File: src/rtl/regfile_pkg.sv
// Shared constants for the register file dump reader: default widths,
// number of registers dumped and the dump sequencer state encoding.
package regfile_pkg;

  // Register file geometry
  localparam int RF_ADDR_W   = 5;
  localparam int RF_DATA_W   = 32;
  localparam int RF_NUM_REGS = 32;

  // Dump sequencer states
  localparam logic [1:0] ST_IDLE  = 2'd0;
  localparam logic [1:0] ST_READ  = 2'd1;
  localparam logic [1:0] ST_DRAIN = 2'd2;
  localparam logic [1:0] ST_DONE  = 2'd3;

endpackage

File: src/rtl/regfile_dump_reader_if.sv
// Valid/ready stream carrying (register address, register data) words
// from the dump reader to whatever consumes the register dump.
interface regfile_dump_reader_if
  import regfile_pkg::*;
#(
  parameter int ADDR_W = RF_ADDR_W,
  parameter int DATA_W = RF_DATA_W
) ();

  logic              out_valid;
  logic              out_ready;
  logic [ADDR_W-1:0] out_addr;
  logic [DATA_W-1:0] out_data;

  // Producer side: drives the word and its valid flag, observes ready
  modport master (
    output out_valid,
    output out_addr,
    output out_data,
    input  out_ready
  );

  // Consumer side: observes the word, drives ready
  modport slave (
    input  out_valid,
    input  out_addr,
    input  out_data,
    output out_ready
  );

endinterface

File: src/rtl/dump_skid_buf.sv
// Two-entry (address, data) FIFO. A pair of words is loaded at once and
// words leave one at a time through the valid/ready stream. The head is
// always slot 0, so the presented word never moves while it is stalled.
module dump_skid_buf
  import regfile_pkg::*;
#(
  parameter int ADDR_W = RF_ADDR_W,
  parameter int DATA_W = RF_DATA_W
) (
  input  logic              clk,
  input  logic              reset,
  input  logic              load,
  input  logic [ADDR_W-1:0] addr_a,
  input  logic [DATA_W-1:0] data_a,
  input  logic [ADDR_W-1:0] addr_b,
  input  logic [DATA_W-1:0] data_b,
  output logic              can_load,
  output logic              last_pop,
  regfile_dump_reader_if.master stream
);

  logic [1:0]        count;
  logic [1:0]        count_next;
  logic              pop;
  logic [ADDR_W-1:0] head_addr;
  logic [DATA_W-1:0] head_data;
  logic [ADDR_W-1:0] tail_addr;
  logic [DATA_W-1:0] tail_data;

  assign stream.out_valid = (count != 2'd0);
  assign stream.out_addr  = head_addr;
  assign stream.out_data  = head_data;

  assign pop = stream.out_valid && stream.out_ready;

  // A pair fits only if the buffer is empty or its single word leaves now
  assign can_load = (count == 2'd0) || ((count == 2'd1) && pop);
  assign last_pop = (count == 2'd1) && pop;

  // Occupancy after this edge: one out per handshake, two in per load
  always_comb begin
    count_next = count - {1'b0, pop} + (load ? 2'd2 : 2'd0);
  end

  // Load overwrites both slots; otherwise a pop shifts the tail to the head
  always_ff @(posedge clk) begin
    if (!reset) begin
      count     <= 2'd0;
      head_addr <= '0;
      head_data <= '0;
      tail_addr <= '0;
      tail_data <= '0;
    end else begin
      count <= count_next;
      if (load) begin
        head_addr <= addr_a;
        head_data <= data_a;
        tail_addr <= addr_b;
        tail_data <= data_b;
      end else if (pop) begin
        head_addr <= tail_addr;
        head_data <= tail_data;
      end
    end
  end

endmodule

File: src/rtl/regfile_dump_reader.sv
// Debug dump port for the register file: on start, walks all registers in
// (even, odd) pairs over the two asynchronous read ports and streams each
// register out as an (address, data) word through a two-entry skid buffer.
module regfile_dump_reader
  import regfile_pkg::*;
#(
  parameter int ADDR_W   = RF_ADDR_W,
  parameter int DATA_W   = RF_DATA_W,
  parameter int NUM_REGS = RF_NUM_REGS
) (
  input  logic              clk,
  input  logic              reset,
  input  logic              start,
  output logic [ADDR_W-1:0] RsAddr,
  output logic [ADDR_W-1:0] RtAddr,
  input  logic [DATA_W-1:0] RsData,
  input  logic [DATA_W-1:0] RtData,
  regfile_dump_reader_if.master stream,
  output logic              busy,
  output logic              done
);

  localparam logic [ADDR_W-1:0] LAST_ADDR = ADDR_W'(NUM_REGS - 1);

  logic [1:0]        state;
  logic [ADDR_W-2:0] k;
  logic              can_load;
  logic              last_pop;
  logic              load;
  logic              last_pair;

  assign load      = (state == ST_READ) && can_load;
  assign last_pair = ({k, 1'b1} == LAST_ADDR);
  assign busy      = (state != ST_IDLE);
  assign done      = (state == ST_DONE);

  // Read addresses follow the pair index only while reading, else park at 0
  always_comb begin
    RsAddr = '0;
    RtAddr = '0;
    if (state == ST_READ) begin
      RsAddr = {k, 1'b0};
      RtAddr = {k, 1'b1};
    end
  end

  // Dump sequencer and pair counter
  always_ff @(posedge clk) begin
    if (!reset) begin
      state <= ST_IDLE;
      k     <= '0;
    end else begin
      case (state)
        ST_IDLE: begin
          if (start) begin
            state <= ST_READ;
            k     <= '0;
          end
        end
        ST_READ: begin
          if (load) begin
            if (last_pair) begin
              state <= ST_DRAIN;
              k     <= '0;
            end else begin
              k <= k + 1'b1;
            end
          end
        end
        ST_DRAIN: begin
          if (last_pop) begin
            state <= ST_DONE;
          end
        end
        default: begin
          state <= ST_IDLE;
        end
      endcase
    end
  end

  dump_skid_buf #(
    .ADDR_W (ADDR_W),
    .DATA_W (DATA_W)
  ) u_buf (
    .clk      (clk),
    .reset    (reset),
    .load     (load),
    .addr_a   (RsAddr),
    .data_a   (RsData),
    .addr_b   (RtAddr),
    .data_b   (RtData),
    .can_load (can_load),
    .last_pop (last_pop),
    .stream   (stream)
  );

endmodule
File: src/flat_wrapper.sv
// flat-port wrapper written by rule: the top's interface ports become plain ports
module regfile_dump_reader_flat import regfile_pkg::*;
#(
  parameter int ADDR_W   = RF_ADDR_W,
  parameter int DATA_W   = RF_DATA_W,
  parameter int NUM_REGS = RF_NUM_REGS
)
  (clk, reset, start, RsAddr, RtAddr, RsData, RtData, busy, done, stream_out_valid, stream_out_addr, stream_out_data, stream_out_ready);
  regfile_dump_reader_if #(.ADDR_W(ADDR_W), .DATA_W(DATA_W)) stream_i ();
  input  logic clk;
  input  logic reset;
  input  logic start;
  output logic [ADDR_W-1:0] RsAddr;
  output logic [ADDR_W-1:0] RtAddr;
  input  logic [DATA_W-1:0] RsData;
  input  logic [DATA_W-1:0] RtData;
  output logic busy;
  output logic done;
  output wire logic [$bits(stream_i.out_valid)-1:0] stream_out_valid;
  output wire logic [$bits(stream_i.out_addr)-1:0] stream_out_addr;
  output wire logic [$bits(stream_i.out_data)-1:0] stream_out_data;
  input wire logic [$bits(stream_i.out_ready)-1:0] stream_out_ready;
  assign stream_out_valid = stream_i.out_valid;
  assign stream_out_addr = stream_i.out_addr;
  assign stream_out_data = stream_i.out_data;
  assign stream_i.out_ready = stream_out_ready;
  regfile_dump_reader #(.ADDR_W(ADDR_W), .DATA_W(DATA_W), .NUM_REGS(NUM_REGS)) u_core (.clk(clk), .reset(reset), .start(start), .RsAddr(RsAddr), .RtAddr(RtAddr), .RsData(RsData), .RtData(RtData), .stream(stream_i), .busy(busy), .done(done));
endmodule
File: config.mk
export PLATFORM = sky130hd
export DESIGN_NAME = regfile_dump_reader_flat
export DESIGN_NICKNAME = d
export VERILOG_FILES = /design/src/rtl/regfile_pkg.sv /design/src/rtl/regfile_dump_reader_if.sv /design/src/rtl/dump_skid_buf.sv /design/src/rtl/regfile_dump_reader.sv /design/src/flat_wrapper.sv
export SDC_FILE = /design/constraint.sdc
export NUM_CORES = 1
export LEC_CHECK = 0
export CORE_UTILIZATION = 48
export CTS_CLUSTER_DIAMETER = 100
export DETAILED_ROUTE_END_ITERATION = 12
export PLACE_DENSITY = 0.93
export SYNTH_ARGS = -nofsm -noshare
export SYNTH_HDL_FRONTEND = slang
export SYNTH_SLANG_ARGS = --single-unit
File: constraint.sdc
create_clock -name clk -period 4.3 [get_ports clk]
set_clock_uncertainty 0.1 [all_clocks]
set_input_delay 1.075 -clock clk [delete_from_list [all_inputs] [get_ports clk]]
set_output_delay 1.075 -clock clk [all_outputs]
set_load 0.01 [all_outputs]
# After elaboration in Yosys (flattened, before gate mapping)
# Cells that the tools add are included.
# totals
register_bits,82
input_bits,68
word_cells,47
output_inout_bits,50
# op_classes
n_mux,16
n_reduce_logical,12
n_eq_ne,9
add_sub_neg,3
# op_table
op,n
$mux 32,2
$mux 5,4
$mux 4,3
$mux 2,5
$pmux 4 s2,1
$reduce_bool 2->1,4
$pmux 2 s3,1
$add 4x1->4 const B,1
$eq 2x1->1 const B,2
$eq 2x2->1 const B,2
$eq 4x4->1 const B,1
$logic_not 2->1,2
$ne 2x1->1 const B,2
$ne 2x2->1 const B,2
$reduce_and 4->1,1
$logic_and 1x1->1,3
$reduce_and 3->1,1
$add 2x2->2,1
$sub 2x1->2,1
$logic_or 1x1->1,1

# Longest topological paths before layout
# depth
depth_word,7
ltp_mapped,8
ltp_nobuf,6

# By module
# From an unflattened synthesis, not the netlist that was laid out.
# unflattened
cells_unflattened,361
hier_area_um2,3792.4
# modules_own_cells
mod,cells_per_inst,seq_area_each_um2,area_per_inst_um2,instances
dump_skid_buf,300,1521.5,3299.4,1
regfile_dump_reader,61,120.1,493.0,1

# Worst setup path after synthesis
# OpenSTA, ideal clock, no wires.
# synth_timing
path_kind,flip-flop to output port
start,reg u_core.state[1]
end,out RtAddr[1]
n_path_buf,2
required_time_ps,3125
path_stages_with_launch,6
t_arrival_ps,1321
path_slack_ps,1804
path_cell_list,dfxtp_1 -> inv_1 -> ha_1 -> clkbuf_1 -> and2_1 -> buf_4
# synth_via
elab_chain_cells,2
# synth_rtl
item,line_no,text
"start, declared",regfile_dump_reader.sv:25,logic [1:0] state;
"start signal, assigned",regfile_dump_reader.sv:50,state <= ST_IDLE;
"start signal, assigned",regfile_dump_reader.sv:56,state <= ST_READ;
"start signal, assigned",regfile_dump_reader.sv:63,state <= ST_DRAIN;
$eq 2x1->1,regfile_dump_reader.sv:41,if (state == ST_READ) begin
$mux 5,regfile_dump_reader.sv:41,
"end, declared",flat_wrapper.sv:14,output logic [ADDR_W-1:0] RtAddr;
# No other way between the ends.

# Worst setup path in the final report
# layout_timing
start,reg u_core.state[0]
end,out RtAddr[2]
# Same word-level chain as after synthesis.

==> impl_results.md <==
- Gr ovfl total: 0
- Pre-CTS WS: 1.16 ns
- EDFF count, synth: 0
- H-tree levels: 3
- Setup bufs post-CTS: 0
- CP arrival: 2.01 ns
- Post-CTS sizing: 0
- TritonCTS Buffers: 9
- Register bit total from synthesis: 82
- Vias in the first global route: 2904
- First-pass DRT Iterations: 4
- All-Layer GR Usage: 0.228
- Top_reg_cell synth: dfxtp_1
- Layout cells sized above 1: 0.0530
- Number of DRC markers in iteration 0: 177
- Largest stage delay, worst path: 0.54 ns
- Core region area: 6760 um2
- Required time of the worst setup path: 3.12 ns
- Library cells used by synthesis: 39
- Root buf cell: clkbuf_8
- Die area: 7330 um2
- Cell count after synthesis: 391
- Clock-pin slew on the worst setup and hold paths: 0.08 ns
- Final net count: 562
- Pwr/cell area: 672 nW/um2
- Final ANT Viol Nets: 0
- Final setup fails: 0
- Period utilisation layout: 0.740
- Peak supply drop: 0.000319 V
- Drt drc: 0
- WL/cell: 14.2 um
- Post-CTS Hold Fix Bufs: 0
- Status: finished, final reports clean
- Min Clock Period, post-route: 3.18 ns
- Core Rows: 30
- Setup Crit Path Kind: flip-flop to primary output
- Dpl hpwl: 5.54 mm
- Initial antenna violation count: 0
- Post-synthesis sequential area ratio: 0.489
- CTS tree: yes
- Clock Sinks: 82
- DRT Wirelength: 8.10 mm
- CP cell instances: ha_1 > and2_1 > clkdlybuf4s50_1
- Starting Density: 0.497
- Antenna Cells: 0
- Max-slew headroom: 0.201
- Max FO, Critical Path: 16
- Clock Tree Buf Depth: 2
- Unrepaired setup endpoints after global routing: false
- Hold Fails Final Rpt: 0
- Via count: 3106
- Setup ws final: 1.12 ns
- Max-cap violations: 0
- CP Capture Type: primary output
- Routability cong.: 0.764
- Slowest CP cell: clkdlybuf4s50_1
- Ys async rst share: 0
- Cell Area, Synth: 3360 um2
- Syn_nets: 466
- Startpoint types: flip-flop
- Mean post-synth cell area: 8.58 um2
- TNS Setup: 0 ns
- Area Growth Syn to Fin: 38.8%
- Final Max Slew Viols: 0
- Max Clk Rate: 0.314 GHz
- Die height: 85.6 um
- Min-delay worst type: flip-flop to flip-flop
- YS warnings: 0
- Clock Latency Late Sink: 0.35 ns
- Slew @ Worst Pin: 1.20 ns
- I/O pin count: 118
- LEAKAGE: 0.00169 uW
- Die Width: 85.6 um
- Pin count of the biggest net entering global routing: 87
- IO Port Bufs: 116
- Vias per cell: 5.44
- Commonest non-fill, non-tap cell in the layout: clkdlybuf4s50_1
- Commonest non-fill, non-tap cells in the layout: clkdlybuf4s50_1 (115), nand2_1 (103), dfxtp_1 (82), a31oi_1 (32), o21ai_0 (29)
- First-pass GRT wire length: 13.1 mm
## sequential cells by signal, summed over array words and instances, names as in the netlist
register,flops
u_core.u_buf.tail_addr,5
u_core.u_buf.stream.out_addr,5
u_core.u_buf.stream.out_data,32
u_core.k,4
u_core.u_buf.count,2
u_core.state,2
u_core.u_buf.tail_data,32
## final timing paths
check                                                             start                                      end  slack (ns)  cells after the start
worst max-delay path                       u_core.state[0]$_SDFFE_PN0P_                                RtAddr[2]        1.12                      3
worst min-delay path            u_core.u_buf.tail_data[18]$_SDFFE_PN0P_  u_core.u_buf.tail_data[18]$_SDFFE_PN0P_        0.37                      2
worst max register to register             u_core.state[0]$_SDFFE_PN0P_         u_core.u_buf.count[1]$_SDFF_PN0_        1.81                      5
worst min register to register  u_core.u_buf.tail_data[18]$_SDFFE_PN0P_  u_core.u_buf.tail_data[18]$_SDFFE_PN0P_        0.37                      2
## critical path, delay by kind of cell, from the launching register on
family / cells / cell delay (ns)
buf+inv: 1 / 0.54
simple gates: 1 / 0.22
flops: 1 / 0.41
fa+ha+maj: 1 / 0.50
## report_power, final
part           leakage, uW  switching, uW  internal [uW]  total [uW]
clock             0.000107            263            324         587
combinational     0.000910            720            649        1370
sequential        0.000671            148           1030        1180
## per-stage QoR
stage	cell area [um2]	util	instances	total power, uW	hold WS, ns
floorplan	3360	-	391	1960	0.338
global placement	4450	0.659	556	2500	0.347
detailed placement	4450	0.659	556	2540	0.365
CTS	4660	0.689	571	3140	0.377
global route	4660	0.689	571	3330	0.394
finish	4660	0.689	571	3130	0.371
## per-layer routing
| layer | vias up | wire, um | part of all wire | global-route usage |
|---|---|---|---|---|
| met5 | - | 0 | 0 | 0 |
| met4 | 0 | 243 | 0.030 | 0.130 |
| met3 | 24 | 391 | 0.048 | 0.0433 |
| met2 | 114 | 4120 | 0.51 | 0.385 |
| met1 | 1440 | 3340 | 0.41 | 0.272 |
| li1 | 1528 | - | - | - |
## cells in the mapped netlist, types with 2 or more instances
library cell	instances	share of area
dfxtp_1	82	0.49
buf_2	13	0.019
clkbuf_1	10	0.011
nor2_1	4	0.0045
nand3_1	6	0.0089
inv_1	5	0.0056
a21boi_1	6	0.013
buf_4	7	0.016
a41o_1	2	0.0060
a21boi_0	28	0.063
o21ai_0	29	0.043
a21o_1	2	0.0045
nand3b_1	2	0.0045
mux2i_1	4	0.012
nor2b_1	6	0.011
a31oi_1	32	0.060
o21ai_1	10	0.015
nand2_1	103	0.12
a21oi_1	8	0.012
ha_1	7	0.026
and2_1	4	0.0075
buf_6	4	0.013
## final cells by class
type	count	area (um2)
Tap cell	80	100
Fill cell	532	2100
Timing Repair Buffer	120	1200
Clock buffer	10	128
Clock inverter	5	78.8
Sequential cell	82	1640
Multi-Input combinational cell	268	1490
Inverter	6	22.5
## cell families (layout without fill, tap and decap cells)
| kind of cell | after synthesis | after routing | share of synthesized area |
|---|---|---|---|
| other | 1 | 1 | 0.00112 |
| AO/OA/AOI/OAI | 124 | 124 | 0.235 |
| adder cells (fa/ha/maj) | 7 | 7 | 0.0261 |
| AND/OR/NAND/NOR | 131 | 131 | 0.166 |
| flip-flops | 82 | 82 | 0.489 |
| buffers and inverters | 41 | 141 | 0.0675 |
| multiplexers | 5 | 5 | 0.0153 |
Power figures use the tool's default switching activity.
